<file path="src/rtl/fact_pkg.sv">
// fact_pkg: shared widths, range limit and FSM state type for the factorial engine.
package fact_pkg;
    localparam int N_W = 32;
    localparam int RES_W = 64;
    localparam logic [N_W-1:0] MAX_N = 20;
    localparam logic [RES_W-1:0] FACT_ONE = 64'd1;
    typedef enum logic [1:0] {IDLE, MULT, DONE} fact_state_t;
endpackage

</file>
<file path="src/rtl/factorial_seq_ctrl_if.sv">
// factorial_seq_ctrl_if: request (N) and response (N!, overflow) valid/ready channels.
interface factorial_seq_ctrl_if;
    logic                       in_valid;
    logic                       in_ready;
    logic [fact_pkg::N_W-1:0]   in_n;
    logic                       out_valid;
    logic                       out_ready;
    logic [fact_pkg::RES_W-1:0] out_fact;
    logic                       out_ovf;
    modport master (
        output in_valid, in_n, out_ready,
        input  in_ready, out_valid, out_fact, out_ovf
    );
    modport slave (
        input  in_valid, in_n, out_ready,
        output in_ready, out_valid, out_fact, out_ovf
    );
endinterface

</file>
<file path="src/rtl/fact_mul64.sv">
// fact_mul64: combinational acc x cnt truncated to the result width; done lets a
// pipelined multiplier be dropped in without touching the sequencer.
module fact_mul64 import fact_pkg::*; (
    input  logic [RES_W-1:0] a,
    input  logic [N_W-1:0]   b,
    output logic [RES_W-1:0] p,
    output logic             done
);
    assign p = a * RES_W'(b);
    assign done = 1'b1;
endmodule

</file>
<file path="src/rtl/factorial_seq_ctrl.sv">
// factorial_seq_ctrl: multi-cycle N! using one shared multiplier, one acc*cnt step per clock.
module factorial_seq_ctrl import fact_pkg::*; (
    input  logic                 clk,
    input  logic                 rst_n,
    factorial_seq_ctrl_if.slave  s,
    output logic                 busy
);
    fact_state_t      state;
    logic [RES_W-1:0] acc;
    logic [RES_W-1:0] prod;
    logic [N_W-1:0]   cnt;
    logic             ovf;
    logic             mul_done;
    logic             too_big;
    fact_mul64 u_mul (.a(acc), .b(cnt), .p(prod), .done(mul_done));
    assign too_big = s.in_n > MAX_N;
    assign s.in_ready = (state == IDLE) && rst_n;
    assign s.out_valid = state == DONE;
    assign s.out_fact = s.out_valid ? acc : '0;
    assign s.out_ovf = s.out_valid && ovf;
    assign busy = state != IDLE;
    always_ff @(posedge clk or negedge rst_n)
        if (!rst_n) begin
            state <= IDLE;
            acc   <= '0;
            cnt   <= '0;
            ovf   <= 1'b0;
        end else begin
            case (state)
                IDLE: if (s.in_valid) begin
                    ovf   <= too_big;
                    acc   <= too_big ? '0 : FACT_ONE;
                    cnt   <= s.in_n;
                    state <= (too_big || s.in_n <= N_W'(1)) ? DONE : MULT;
                end
                // the step with cnt==2 is the last multiply; cnt==1 would be a no-op
                MULT: if (mul_done) begin
                    acc <= prod;
                    cnt <= cnt - N_W'(1);
                    if (cnt == N_W'(2)) state <= DONE;
                end
                DONE: if (s.out_ready) state <= IDLE;
                default: state <= IDLE;
            endcase
        end
endmodule

</file>
<file path="src/flat_wrapper.sv">
// flat-port wrapper written by rule: the top's interface ports become plain ports
module factorial_seq_ctrl_flat import fact_pkg::*;
  (clk, rst_n, busy, s_in_valid, s_in_n, s_out_ready, s_in_ready, s_out_valid, s_out_fact, s_out_ovf);
  factorial_seq_ctrl_if s_i ();
  input  logic clk;
  input  logic rst_n;
  output logic busy;
  input wire logic [$bits(s_i.in_valid)-1:0] s_in_valid;
  input wire logic [$bits(s_i.in_n)-1:0] s_in_n;
  input wire logic [$bits(s_i.out_ready)-1:0] s_out_ready;
  output wire logic [$bits(s_i.in_ready)-1:0] s_in_ready;
  output wire logic [$bits(s_i.out_valid)-1:0] s_out_valid;
  output wire logic [$bits(s_i.out_fact)-1:0] s_out_fact;
  output wire logic [$bits(s_i.out_ovf)-1:0] s_out_ovf;
  assign s_i.in_valid = s_in_valid;
  assign s_i.in_n = s_in_n;
  assign s_i.out_ready = s_out_ready;
  assign s_in_ready = s_i.in_ready;
  assign s_out_valid = s_i.out_valid;
  assign s_out_fact = s_i.out_fact;
  assign s_out_ovf = s_i.out_ovf;
  factorial_seq_ctrl u_core (.clk(clk), .rst_n(rst_n), .s(s_i), .busy(busy));
endmodule
</file>
<file path="config.mk">
export PLATFORM = sky130hd
export DESIGN_NAME = factorial_seq_ctrl_flat
export DESIGN_NICKNAME = d
export VERILOG_FILES = /design/src/rtl/fact_pkg.sv /design/src/rtl/factorial_seq_ctrl_if.sv /design/src/rtl/fact_mul64.sv /design/src/rtl/factorial_seq_ctrl.sv /design/src/flat_wrapper.sv
export SDC_FILE = /design/constraint.sdc
export NUM_CORES = 2
export LEC_CHECK = 0
export ABC_AREA = 1
export CAP_MARGIN = 25
export CORE_ASPECT_RATIO = 0.6
export CORE_MARGIN = 2
export CORE_UTILIZATION = 40
export CTS_CLUSTER_DIAMETER = 40
export DETAILED_ROUTE_END_ITERATION = 10
export GPL_ROUTABILITY_DRIVEN = 0
export HOLD_SLACK_MARGIN = 0.08
export PLACE_DENSITY = 0.53
export SYNTH_ARGS = -nofsm -noshare
export SYNTH_HDL_FRONTEND = slang
export SYNTH_SLANG_ARGS = --single-unit
</file>
<file path="constraint.sdc">
create_clock -name clk -period 8.7 [get_ports clk]
set_input_delay 1.74 -clock clk [delete_from_list [all_inputs] [get_ports clk]]
set_output_delay 1.74 -clock clk [all_outputs]
set_load 0.05 [all_outputs]
</file>
======== Word-level counts from Yosys, hierarchy flattened ========
Index checks and enable logic that the tools add are counted.
Widths: inputs -> output; s select.
cells by class
  add/subtract/negate cells ............... 1
  multiply operators ...................... 1
  order comparisons ....................... 2
  equal/unequal tests ..................... 6
  mux-type cells .......................... 11
  reduce and logical (&&, ||, !) cells .... 9
operators by type and width
  cell                   number
  $mux 64                2
  $pmux 64 s2            1
  $mul 64x32->64         1
  $pmux 32 s2            1
  $eq 32x2->1 const B    1
  $gt 32x5->1 const B    1
  $le 32x1->1 const B    1
  $mux 32                1
  $sub 32x1->32 const B  1
  $mux 2                 4
  $pmux 2 s3             1
  $ne 2x2->1 const B     2
  $reduce_and 2->1       2
  $reduce_bool 2->1      2
  $reduce_and 3->1       1
  $eq 2x1->1 const B     1
  $eq 2x2->1 const B     1
  $logic_and 1x1->1      2
  $logic_not 2->1        1
  $ne 2x1->1 const B     1
  $logic_or 1x1->1       1
  $mux 1                 1
word-level totals
  bits in registers ....................... 99
  input port bits ......................... 36
  word-level logic and storage cells ...... 34

======== Logic depth before layout (Yosys ltp) ========
  word-level depth ........................ 5
  mapped depth ............................ 32

======== By module ========
From an unflattened synthesis, not the netlist that was laid out.
unflattened totals
  cell total of the unflattened synthesis .. 7029
  area, all modules ....................... 53679.0 µm²
modules (own cells, without submodules)
  module              instances  cells each  area an instance (µm²)
  fact_mul64          1          6187        47967.3
  factorial_seq_ctrl  1          842         5711.7

======== Least setup slack after synthesis ========
OpenSTA, ideal clock, no wires.
  path kind ............................... register -> register
  start ................................... reg u_core.cnt[8]
  end ..................................... reg u_core.acc[38]
  data arrival time ....................... 6647 ps
  data required time ...................... 8569 ps
  path slack .............................. 1922 ps
  cell stages (with the launch flop) ...... 32
  clock period less this slack ............ 6778 ps
  cells stage by stage .................... dfrtp_1 > buf_2 > clkbuf_1 > buf_1 > nand2_1 > fa_1 > inv_1 > fa_1 > fa_1 > inv_1 > fa_1 > inv_1 > fa_1 > inv_1 > fa_1 > inv_1 > fa_1 > fa_1 > ha_1 > nand2_1 > nor2_1 > inv_1 > nor2_1 > nand4_1 > nand3_1 > nand2_1 > nand2_1 > inv_1 > o21ai_1 > a21oi_1 > o21ai_0 > o21ai_0
between the ends
  cells in the longest elaborated chain, start to end .. 2
ends and longest elaborated chain
  element                 line                      source
  start, declared         factorial_seq_ctrl.sv:11  logic [N_W-1:0] cnt;
  start signal, assigned  factorial_seq_ctrl.sv:33  cnt <= s.in_n;
  start signal, assigned  factorial_seq_ctrl.sv:39  cnt <= cnt - N_W'(1);
  $mul 64x32->64          fact_mul64.sv:9           assign p = a * RES_W'(b);
  $pmux 64 s2             factorial_seq_ctrl.sv:29  case (state)
  end signal, assigned    factorial_seq_ctrl.sv:32  acc <= too_big ? '0 : FACT_ONE;
  end signal, assigned    factorial_seq_ctrl.sv:38  acc <= prod;
  end, declared           factorial_seq_ctrl.sv:9   logic [RES_W-1:0] acc;
Every way passes these cells.
A chain may end at the register's enable or synchronous reset.

======== Worst setup path after layout ========
  start ................................... reg u_core.cnt[2]
  end ..................................... reg u_core.acc[63]
The elaborated chain is that of the path after synthesis.

==> flow_summary.toml <==
[run_status]
outcome = "finished clean"

[synth]
syn_inst = 6969
ys_warn_count = 0
ys_seq_elements = 99
synth_seq_area_share_pct = 4.646
async_flop_share_pct = 100.0
avgSynthCellArea_um2 = 7.651
ys.flop_type = "dfrtp_1"
synth_fp_nets = 8530
synth_edf_count = 0
synth_area_mm2 = 0.05332
synth_cell_type_count = 56

[detailed_routing]
drt_wl_total_um = 181100
wire_per_inst_um = 20.87
vias = 43080
drtPass1Iterations = 6
drc_errors = 0
viasPerCell = 4.965
ant_nets = 0
dr.first_iter.drc_count = 4246

[cts]
cts_hold_buf = 0
ctsHtreeMaxLevel = 3
cts_tree = "done"
cts_resized = 0
cts_buffers = 9
clk_pin_slew_ns = 0.08
cts_setup_buffers = 0
clockRootBuffer = "clkbuf_16"
cts_buffer_depth = 2
cts_num_sinks = 99
clk-insertion-delay-late_ns = 0.43

[min_path]
min_path_cells = 2
hp-start = "u_core.ovf"
hold_path.class = "flip-flop to flip-flop"
worst_hold_path.endpoint = "u_core.ovf"

[finish]
area.sequential_mm2 = 0.002516
drive_gt1_share_pct = 4.021
n_fill_cell = 13480
final_common_cell = "inv_1"
area_growth_pct = 7.373
nets = 8444
final_cell_mix = "inv_1 (2173), nand2_1 (1917), fa_1 (1368), nor2_1 (253), buf_4 (164)"
multi_input_area_mm2 = 0.04113

[global_route]
grt_overflow = 0
grt_usage_pct = 27.68
grt_max_degree = 69
first_global_vias = 45270
grt_first_pass_wirelength_um = 282900
grt_antenna_before_repair = 6

[floorplan]
fp-row-count = 103
die_x_um = 475.4
die_h_um = 286.8
io_pins = 104
core_area_mm2 = 0.1320
start_util_pct = 40.41
die_area_mm2 = 0.1363

[worst_setup_path]
timing.rr.start = "u_core.cnt[2]"
crit_arrival_ns = 8.89
slowest_stage = "dfrtp_2"
worstSetupStartpoint = "u_core.cnt[2]"
worst_path_largest_cell_delay_ns = 0.83
crit_buf_inv = 9
r2r-end = "u_core.acc[63]"
reg2reg_slack_ns = 0.13
cp_common_cell = "fa_1"
critPathMaxFanout = 28
worstSetupPathType = "flip-flop to flip-flop"
critPathCaptureType = "flip-flop"
critPathTopFamily = "adder cells"
reg2reg_depth = 27
critPathLaunchType = "flip-flop"
worstPathRequired_ns = 9.01

[power]
p_comb_share_pct = 59.4
vdd_drop_max_mv = 0.1698
power.switching_mw = 2.180
powerDensity_mw_per_mm2 = 62.54
switching_share_pct = 60.88
fin_total_pwr_mw = 3.581
intPower_mw = 1.401
p_leak_nw = 33.55
pwr-share-clk_pct = 13.8
seqPwrFrac_pct = 26.8

[timing]
slew_headroom_pct = 24.04
hold_viol = 0
skew_ns = 0.02467
final.period_utilization_pct = 98.53
drv_slew = 0
tns_ns = 0
setup_viol = 0
rsz0062_at_grt = "no"
clock.fmax_mhz = 116.7
tightest_slew_ns = 1.139
min_period_ns = 8.572

[place]
dp_hpwl_um = 152500
port-buffer-count = 103

[flow_run]
drv_cap = 0
[area by class of cell]
cell class	count	area share (%)
Timing Repair Buffer	297	5.018
Tap cell	1785	3.901
Clock inverter	6	0.1399
Clock buffer	10	0.4174
Sequential cell	99	4.395
Multi-Input combinational cell	4300	71.85
Inverter	2176	14.27
Antenna cell	4	0.01748
[tightest hold or removal path, delay by kind of cell, from the launching register on]
kind | cells | cell delay (ns)
buf+inv | 1 | 0.05
flops | 1 | 0.33
compound gates | 1 | 0.12
[worst max-delay path by stage]
stage	endpoint	cells past startpoint
2_1_floorplan	u_core.acc[38]	31
3_3_place_gp	u_core.acc[63]	22
3_5_place_dp	u_core.acc[63]	27
4_1_cts	u_core.acc[63]	27
5_1_grt	u_core.acc[63]	27
6_report	u_core.acc[63]	27
[flip-flops by register name (all words and copies together) (netlist names)]
signal / cells
u_core.cnt: 32
u_core.ovf: 1
u_core.acc: 64
u_core.state: 2
[logic make-up (layout without fill, tap and decap cells)]
kind of cell    after synthesis  count (layout)  synth area share, %
flops                        99              99                4.646
fa+ha+maj                  1525            1525                55.04
compound gates              389             389                4.130
simple gates               2353            2353                17.40
xor+xnor                     33              33               0.5420
buf+inv                    2570            2489                18.24
other cells                   0               4                    0
[power by group through the flow]
stage	Sequential [mW]	Combinational [mW]	Clock (mW)
floorplan	0.538	1.37	0
global placement	0.962	2.05	0
detailed placement	0.950	2.07	0
CTS	0.941	2.09	0.500
global route	0.961	2.29	0.512
finish	0.960	2.13	0.493
[through the flow]
stage | hold slack [ns] | instances | util (%) | setup WS [ns] | area, um^2
final | 0.5364 | 8677 | 43.39 | 0.1282 | 57250
after global placement | 0.5056 | 8655 | 43.11 | 0.4347 | 56880
after CTS | 0.5296 | 8673 | 43.38 | 0.5352 | 57240
after global routing | 0.5750 | 8673 | 43.38 | 0.1651 | 57240
after detailed placement | 0.5139 | 8657 | 43.14 | 0.5468 | 56920
after floorplan | 0.4782 | 6969 | - | 1.922 | 53320
[routing by layer]
metal  global-route usage, %  routed length (um)  vias up
met2                   39.75               74210     1844
met3                   6.003               18750      134
li1                        -                   -    19060
met4                   4.556                3085        4
met1                   43.11               85000    22050
met5                       0                  27        -
[synthesized netlist by cell type, drive strengths merged, types with 11 or more instances]
cell type  instances  area share [%]
o211ai            11            0.15
fa              1368              51
o22ai             34            0.40
buf              118            0.97
nor3              21            0.25
xnor2             11            0.18
nand3            100            0.99
inv             2176              15
nand2           1919              14
dfrtp             99             4.6
ha               157             3.7
xor2              22            0.36
o21ai            165             1.6
nor2             265             2.0
a21o              11            0.15
a21oi            117             1.1
o21bai            17            0.24
nand4             20            0.26
clkbuf           276             1.9
(Power assumes the default switching activity.)
